### src/rtl/constraint_sample_scheduler.sv
// Drives LFSR candidates into an external constraint checker and streams out the ones that pass
// every constraint. Define REJECT_STATS_EN to add the fail_mask / rej_count rejection statistics.
module constraint_sample_scheduler #(
  parameter int unsigned VEC_W     = 64,
  parameter int unsigned NCON      = 35,
  parameter int unsigned CHK_LAT   = 1,
  parameter int unsigned MAX_TRIES = 1024,
  parameter int unsigned CNT_W     = 16
) (
  input  logic              clk,
  input  logic              rst,
  input  logic              start,
  input  logic [CNT_W-1:0]  num_samples,
  input  logic [63:0]       seed,
  output logic [VEC_W-1:0]  cand,
  input  logic [NCON-1:0]   chk_ok,
  output logic [VEC_W-1:0]  samp_data,
  output logic              samp_valid,
  input  logic              samp_ready,
  output logic              busy,
  output logic              done,
  output logic              err_timeout,
`ifdef REJECT_STATS_EN
  output logic [31:0]       tries_total,
  output logic [NCON-1:0]   fail_mask,
  output logic [31:0]       rej_count
`else
  output logic [31:0]       tries_total
`endif
);

  localparam int unsigned WcntW = (CHK_LAT > 1) ? $clog2(CHK_LAT) : 1;
  // Galois taps for x^64 + x^63 + x^61 + x^60 + 1, right-shifting form
  localparam logic [63:0] Taps = 64'hD800_0000_0000_0000;

  localparam logic [2:0] StIdle = 3'd0;
  localparam logic [2:0] StGen  = 3'd1;
  localparam logic [2:0] StWait = 3'd2;
  localparam logic [2:0] StEmit = 3'd3;
  localparam logic [2:0] StFin  = 3'd4;
  localparam logic [2:0] StErr  = 3'd5;

  function automatic logic [63:0] lfsr_step(input logic [63:0] s);
    return {1'b0, s[63:1]} ^ (s[0] ? Taps : 64'h0);
  endfunction

  logic [2:0]       state_q, state_d;
  logic [63:0]      lfsr_q, lfsr_d, lfsr_nxt;
  logic [VEC_W-1:0] cand_q, cand_d;
  logic [VEC_W-1:0] samp_data_q, samp_data_d;
  logic             samp_valid_q, samp_valid_d;
  logic             done_q, done_d;
  logic             err_q, err_d;
  logic [31:0]      tries_total_q, tries_total_d;
  logic [CNT_W-1:0] left_q, left_d;
  logic [CNT_W-1:0] tries_q, tries_d;
  logic [WcntW-1:0] wcnt_q, wcnt_d;
`ifdef REJECT_STATS_EN
  logic [NCON-1:0]  fail_mask_q, fail_mask_d;
  logic [31:0]      rej_q, rej_d;
`endif

  always_comb begin
    state_d       = state_q;
    lfsr_d        = lfsr_q;
    lfsr_nxt      = lfsr_step(lfsr_q);
    cand_d        = cand_q;
    samp_data_d   = samp_data_q;
    samp_valid_d  = samp_valid_q;
    done_d        = 1'b0;
    err_d         = err_q;
    tries_total_d = tries_total_q;
    left_d        = left_q;
    tries_d       = tries_q;
    wcnt_d        = wcnt_q;
`ifdef REJECT_STATS_EN
    fail_mask_d   = fail_mask_q;
    rej_d         = rej_q;
`endif
    case (state_q)
      StIdle: begin
        if (start) begin
          err_d = 1'b0;
          if (num_samples == '0) begin
            done_d = 1'b1;
          end else begin
            lfsr_d        = (seed == 64'h0) ? 64'h1 : seed;
            left_d        = num_samples;
            tries_d       = '0;
            tries_total_d = '0;
`ifdef REJECT_STATS_EN
            fail_mask_d   = '0;
            rej_d         = '0;
`endif
            state_d       = StGen;
          end
        end
      end
      StGen: begin
        lfsr_d  = lfsr_nxt;
        cand_d  = lfsr_nxt[VEC_W-1:0];
        wcnt_d  = WcntW'(CHK_LAT - 1);
        state_d = StWait;
      end
      StWait: begin
        if (wcnt_q != '0) begin
          wcnt_d = wcnt_q - 1'b1;
        end else begin
          if (tries_total_q != '1) tries_total_d = tries_total_q + 32'd1;
          if (&chk_ok) begin
            samp_data_d  = cand_q;
            samp_valid_d = 1'b1;
            state_d      = StEmit;
          end else begin
            tries_d = tries_q + 1'b1;
`ifdef REJECT_STATS_EN
            fail_mask_d = fail_mask_q | ~chk_ok;
            if (rej_q != '1) rej_d = rej_q + 32'd1;
`endif
            if (tries_q == CNT_W'(MAX_TRIES - 1)) begin
              // done and err_timeout rise together on the way into StErr
              done_d  = 1'b1;
              err_d   = 1'b1;
              state_d = StErr;
            end else begin
              state_d = StGen;
            end
          end
        end
      end
      StEmit: begin
        if (samp_ready) begin
          samp_valid_d = 1'b0;
          tries_d      = '0;
          left_d       = left_q - 1'b1;
          if (left_q == CNT_W'(1)) begin
            done_d  = 1'b1;
            state_d = StFin;
          end else begin
            state_d = StGen;
          end
        end
      end
      StFin: state_d = StIdle;
      StErr: begin
        err_d   = 1'b1;
        state_d = StIdle;
      end
      default: state_d = StIdle;
    endcase
  end

  always_ff @(posedge clk) begin
    if (rst) begin
      state_q       <= StIdle;
      lfsr_q        <= 64'h1;
      cand_q        <= '0;
      samp_data_q   <= '0;
      samp_valid_q  <= 1'b0;
      done_q        <= 1'b0;
      err_q         <= 1'b0;
      tries_total_q <= '0;
      left_q        <= '0;
      tries_q       <= '0;
      wcnt_q        <= '0;
`ifdef REJECT_STATS_EN
      fail_mask_q   <= '0;
      rej_q         <= '0;
`endif
    end else begin
      state_q       <= state_d;
      lfsr_q        <= lfsr_d;
      cand_q        <= cand_d;
      samp_data_q   <= samp_data_d;
      samp_valid_q  <= samp_valid_d;
      done_q        <= done_d;
      err_q         <= err_d;
      tries_total_q <= tries_total_d;
      left_q        <= left_d;
      tries_q       <= tries_d;
      wcnt_q        <= wcnt_d;
`ifdef REJECT_STATS_EN
      fail_mask_q   <= fail_mask_d;
      rej_q         <= rej_d;
`endif
    end
  end

  assign cand        = cand_q;
  assign samp_data   = samp_data_q;
  assign samp_valid  = samp_valid_q;
  assign busy        = (state_q != StIdle);
  assign done        = done_q;
  assign err_timeout = err_q;
  assign tries_total = tries_total_q;
`ifdef REJECT_STATS_EN
  assign fail_mask   = fail_mask_q;
  assign rej_count   = rej_q;
`endif

endmodule

### config.mk
export PLATFORM = sky130hd
export DESIGN_NAME = constraint_sample_scheduler
export DESIGN_NICKNAME = d
export VERILOG_FILES = /design/src/rtl/constraint_sample_scheduler.sv
export SDC_FILE = /design/constraint.sdc
export NUM_CORES = 1
export LEC_CHECK = 0
export CORE_UTILIZATION = 45
export CTS_CLUSTER_DIAMETER = 100
export DETAILED_ROUTE_END_ITERATION = 16
export DONT_BUFFER_PORTS = 1
export SYNTH_ARGS = -nofsm -noshare
export SYNTH_HDL_FRONTEND = slang
export SYNTH_SLANG_ARGS = --single-unit
### constraint.sdc
create_clock -name clk -period 3.19 [get_ports clk]
set_clock_uncertainty 0.05 [all_clocks]
set_input_delay 0.7975 -clock clk [delete_from_list [all_inputs] [get_ports clk]]
set_output_delay 0.7975 -clock clk [all_outputs]
set_load 0.005 [all_outputs]
# --- Yosys cells after proc, flatten, opt, wreduce, memory -nomap -nowiden ---
# Cells that the tools add are included.
word_totals:
  reg_bits: 263
  input_bits: 119
  out_inout_bits: 164
  elab_cells: 99
classes:
  add_sub_neg: 4
  n_eq_ne: 15
  mux: 47
  bitwise: 2
  n_reduce_logical: 20
op_table:
  columns: ["op", "count"]
  rows:
  - ["64-bit 2-to-1 mux", 4]
  - ["16-bit 2-to-1 mux", 8]
  - ["32-bit 2-to-1 mux", 4]
  - ["64-bit case mux with 2 select lines", 1]
  - ["64-bit zero test", 1]
  - ["32-bit case mux with 2 select lines", 1]
  - ["63-bit by 64-bit XOR with 64-bit output", 1]
  - ["16-bit case mux with 3 select lines", 1]
  - ["37-bit AND reduction", 1]
  - ["35-bit AND reduction", 1]
  - ["32-bit by 1-bit adder with 32-bit output (second input constant)", 1]
  - ["32-bit != test (second input constant)", 1]
  - ["16-bit case mux with 2 select lines", 1]
  - ["3-bit 2-to-1 mux", 7]
  - ["16-bit by 1-bit adder with 16-bit output (second input constant)", 1]
  - ["16-bit by 1-bit == test with 1-bit output (second input constant)", 1]
  - ["16-bit by 10-bit == test with 1-bit output (second input constant)", 1]
  - ["16-bit zero test", 1]
  - ["2-bit != test (second input constant)", 8]
  - ["16-bit by 1-bit subtractor with 16-bit output (second input constant)", 1]
  - ["1-bit 2-to-1 mux", 15]
  - ["3-bit case mux with 4 select lines", 1]
  - ["4-bit AND reduction", 3]
  - ["5-bit AND reduction", 2]
  - ["other kinds (12)", 21]

# --- Logic depth before layout (Yosys ltp) ---
depth:
  depth_word: 5
  depth_mapped: 10
  mapped_depth_nobuf: 7

# --- Worst setup path after synthesis ---
# OpenSTA, ideal clock, no wires.
synth_path:
  path_kind: "in2reg"
  start: "input num_samples[0]"
  end: "register lfsr_q[21]"
  setup_time_ns: 0.091
  arrival_time_ns: 2.401
  t_required_ns: 3.049
  setup_slack_ns: 0.648
  path_stages: 6
  path_buffers: 2
  cell_sequence: "or4_1 > o41ai_2 > a211oi_1 > buf_4 > buf_2 > a311oi_1"
synth_between:
  elab_chain_cells: 3
synth_lines:
  columns: ["item", "line", "source"]
  rows:
  - ["start, declared", "13", "input logic [CNT_W-1:0] num_samples,"]
  - ["16-bit zero test", "84", "if (num_samples == '0) begin"]
  - ["2-bit != test (no source line)", null, null]
  - ["3-bit AND reduction (no source line)", null, null]
  - ["end signal, assigned", "172", "lfsr_q <= lfsr_d;"]
  - ["end, declared", "48", "logic [63:0] lfsr_q, lfsr_d, lfsr_nxt;"]
# Every way passes these cells.
# A chain may end at the register's enable or synchronous reset.

# --- Worst setup path after layout ---
layout_path:
  start: "register state_q[1]"
  end: "register state_q[1]"
layout_between:
  elab_chain_cells: 3
  word_cells_on_any_way: 10
  cone_classes: "eq/ne: 7; mux: 1; reduce/logical: 2"
layout_lines:
  columns: ["item", "line", "source"]
  rows:
  - ["start, declared", "47", "logic [2:0] state_q, state_d;"]
  - ["start signal, assigned", "155", "state_q <= StIdle;"]
  - ["start signal, assigned", "171", "state_q <= state_d;"]
  - ["3-bit by 2-bit == test with 1-bit output / 3-bit zero test (equally long branches)", "80", "case (state_q)"]
  - ["2-bit != test (no source line)", null, null]
  - ["4-bit AND reduction (no source line)", null, null]
# Parallel ways exist; a longest one is shown, timed or not.

==> results.ini <==
[global_route]
grt_first_pass_wirelength_mm = 50.9
first_global_vias = 9522
grt_max_degree = 220
antenna_found_initial = 0
grt_overflow_total = 0
grt_usage = 0.240

[logic_synthesis]
synth_top_area_cell = dfxtp_1
syn_nets = 1528
ys_types = 66
yosysMostFrequentCell = nand2_1
syn_area_um2 = 11300
synthTopCellsByCount = nand2_1 (361), dfxtp_1 (262), a21oi_1 (190), nor2_1 (86), clkbuf_1 (80)
synth_seq_cells = 262
synth-main-ff-cell = dfxtp_1
yosys-top-cells-area = dfxtp_1 (47%), nand2_1 (12%), a21oi_1 (8.5%)
ys_warn_count = 0
synth_edf_count = 0
syn_avg_cell_area_um2 = 8.01
yosysTopAreaCellShare = 0.466
ys_seq_area_frac = 0.466
syn_inst = 1405
synth-async-reset-ratio = 0

[power_and_ir_drop]
p_per_area_nw_per_um2 = 624
max-vdd-ir-drop_v = 0.000355
p_total_mw = 7.82
p_leak_nw = 4.19

[sta]
setup_viol = 0
final.min_clock_period_ns = 2.66
relSlewSlack = 0.269
worst_slew_pin_slew_ns = 1.09
rsz0062_at_grt = no
fmax_mhz = 377
holdWs_ns = 0.278
hold_violations = 0
period_share = 0.832
setup_tns_ns = 0
worst_slack_ns = 0.535
slew_violations = 0

[die]
core_um2 = 24400
die_h_um = 160
rows = 57
fp.dieW_um = 160
io-pin-count = 283
start_util = 0.461
die_area_um2 = 25600

[cts]
cts_resized = 0
cts_tree = done
cts_root_buf = clkbuf_16
clkTransAtPathRegs_ns = 0.06
cts_setup_buffers = 0
clockBufferDepth = 3
clk-insertion-delay-late_ns = 0.54
clock_sinks = 262
cts_buffers = 29
cts.htree.levels = 1
postCtsHoldBufs = 0

[critical_path]
critPathMaxFanout = 37
rr_worst_depth = 7
crit_top_cell = buf_4
crit_path_end_kind = flop
crit_slowest_cell = dfxtp_1
r2r_setup_slack_ns = 0.53
cp_cell_sequence = buf_4 > nor2b_1 > and2_1 > and4_2 > buf_4 > o21ai_0 > a21oi_1
timing.critical_path.arrival_ns = 3.06
cpPeakStageDelay_ns = 0.49
cp-start-kind = flop
crit_type = flop to flop
critical_path_required_ns = 3.59

[detailed_routing]
antenna_left = 0
firstDrtPassIters = 5
routed_via_density = 5.84
wirelength_mm = 31.8
dr.first_iter.drc_count = 619
num_vias = 9996
drc = 0
routedWlPerCell_um = 18.6

[final_layout]
fin_util = 0.514
drive_above_1_share = 0.0822
nets = 1488
num-fill-cells = 2428
area_growth_pct = 11.4
diodes = 0
stdcell_area_um2 = 12500
instances_no_fill = 1711

[place]
place.gp.congestion = 0.851
dpl.hpwl_mm = 21.9
placedCellCount = 1658
dp_slack_ns = 0.273
dpl_cell_area_um2 = 11500
io_buffers = 0

[job]
cap_violations = 0

[min_path]
hold_path_class = input pin to flop
holdPathStages = 1

[status]
status = finished clean

==> flip-flops by register name (all words and copies together) (netlist names) <==
name / cells
cand: 64
state_q: 3
tries_total: 32
samp_valid: 1
lfsr_q: 64
samp_data: 64
left_q: 16
done: 1
tries_q: 16
err_timeout: 1
==> cell families after synthesis <==
| family | count (synthesis) | share of synthesized area |
|---|---|---|
| AO/OA/AOI/OAI | 373 | 0.213 |
| XOR/XNOR | 3 | 0.00234 |
| AND/OR/NAND/NOR | 637 | 0.261 |
| buffers and inverters | 119 | 0.0470 |
| multiplexers | 7 | 0.00634 |
| flip-flops | 262 | 0.466 |
| adder cells (fa/ha/maj) | 4 | 0.00445 |
==> metal layers <==
metal / wire length, µm / share of wire / GRT usage
met4: 433 / 0.014 / 0.0468
met5: 0 / 0 / 0
met2: 14900 / 0.47 / 0.403
met1: 13600 / 0.43 / 0.304
met3: 2840 / 0.089 / 0.0725
==> layout by cell type (no fill, tap or decap), types with 5 or more instances in the layout <==
cell type,n
nand2_1,361
dfxtp_1,262
a21oi_1,190
nor2_1,86
a311oi_1,61
or4_1,39
nor4_1,32
buf_4,31
o31ai_1,30
clkbuf_16,29
nand4_1,28
o21ai_0,27
nand3_1,24
nor3_1,22
inv_1,11
clkbuf_8,9
mux2i_1,6
o211ai_1,6
or3_1,6
and2_1,5
nand2b_1,5
o21ai_1,5
a31o_2,5
buf_12,5
==> where the power goes <==
| group | internal, mW | leakage, nW | total [mW] | switching (mW) |
|---|---|---|---|---|
| combinational | 0.277 | 1.56 | 0.762 | 0.485 |
| sequential | 3.45 | 2.13 | 3.60 | 0.143 |
| clock | 2.12 | 0.494 | 3.46 | 1.35 |
==> worst paths after layout <==
kind	start	end
hold / removal	rst	samp_data[0]
setup reg to reg	state_q[1]	state_q[1]
hold reg to reg	samp_data[20]	samp_data[20]
setup / recovery	state_q[1]	state_q[1]
==> worst max-delay path, delay by kind of cell (launching register included) <==
family                 cells  cell delay [ns]
AOI/OAI and AO/OA          2             0.32
buffers and inverters      2             0.65
DFF                        1             0.49
and+or+nand+nor            3             1.06
==> cell type report <==
cell class / instances / area, µm² / area share
Clock buffer: 42 / 865 / 0.0690
Clock inverter: 11 / 143 / 0.0114
Timing Repair Buffer: 36 / 333 / 0.0265
Tap cell: 324 / 405 / 0.0323
Multi-Input combinational cell: 1024 / 5500 / 0.439
Inverter: 12 / 45.0 / 0.00359
Sequential cell: 262 / 5250 / 0.418
(Power assumes the default switching activity.)
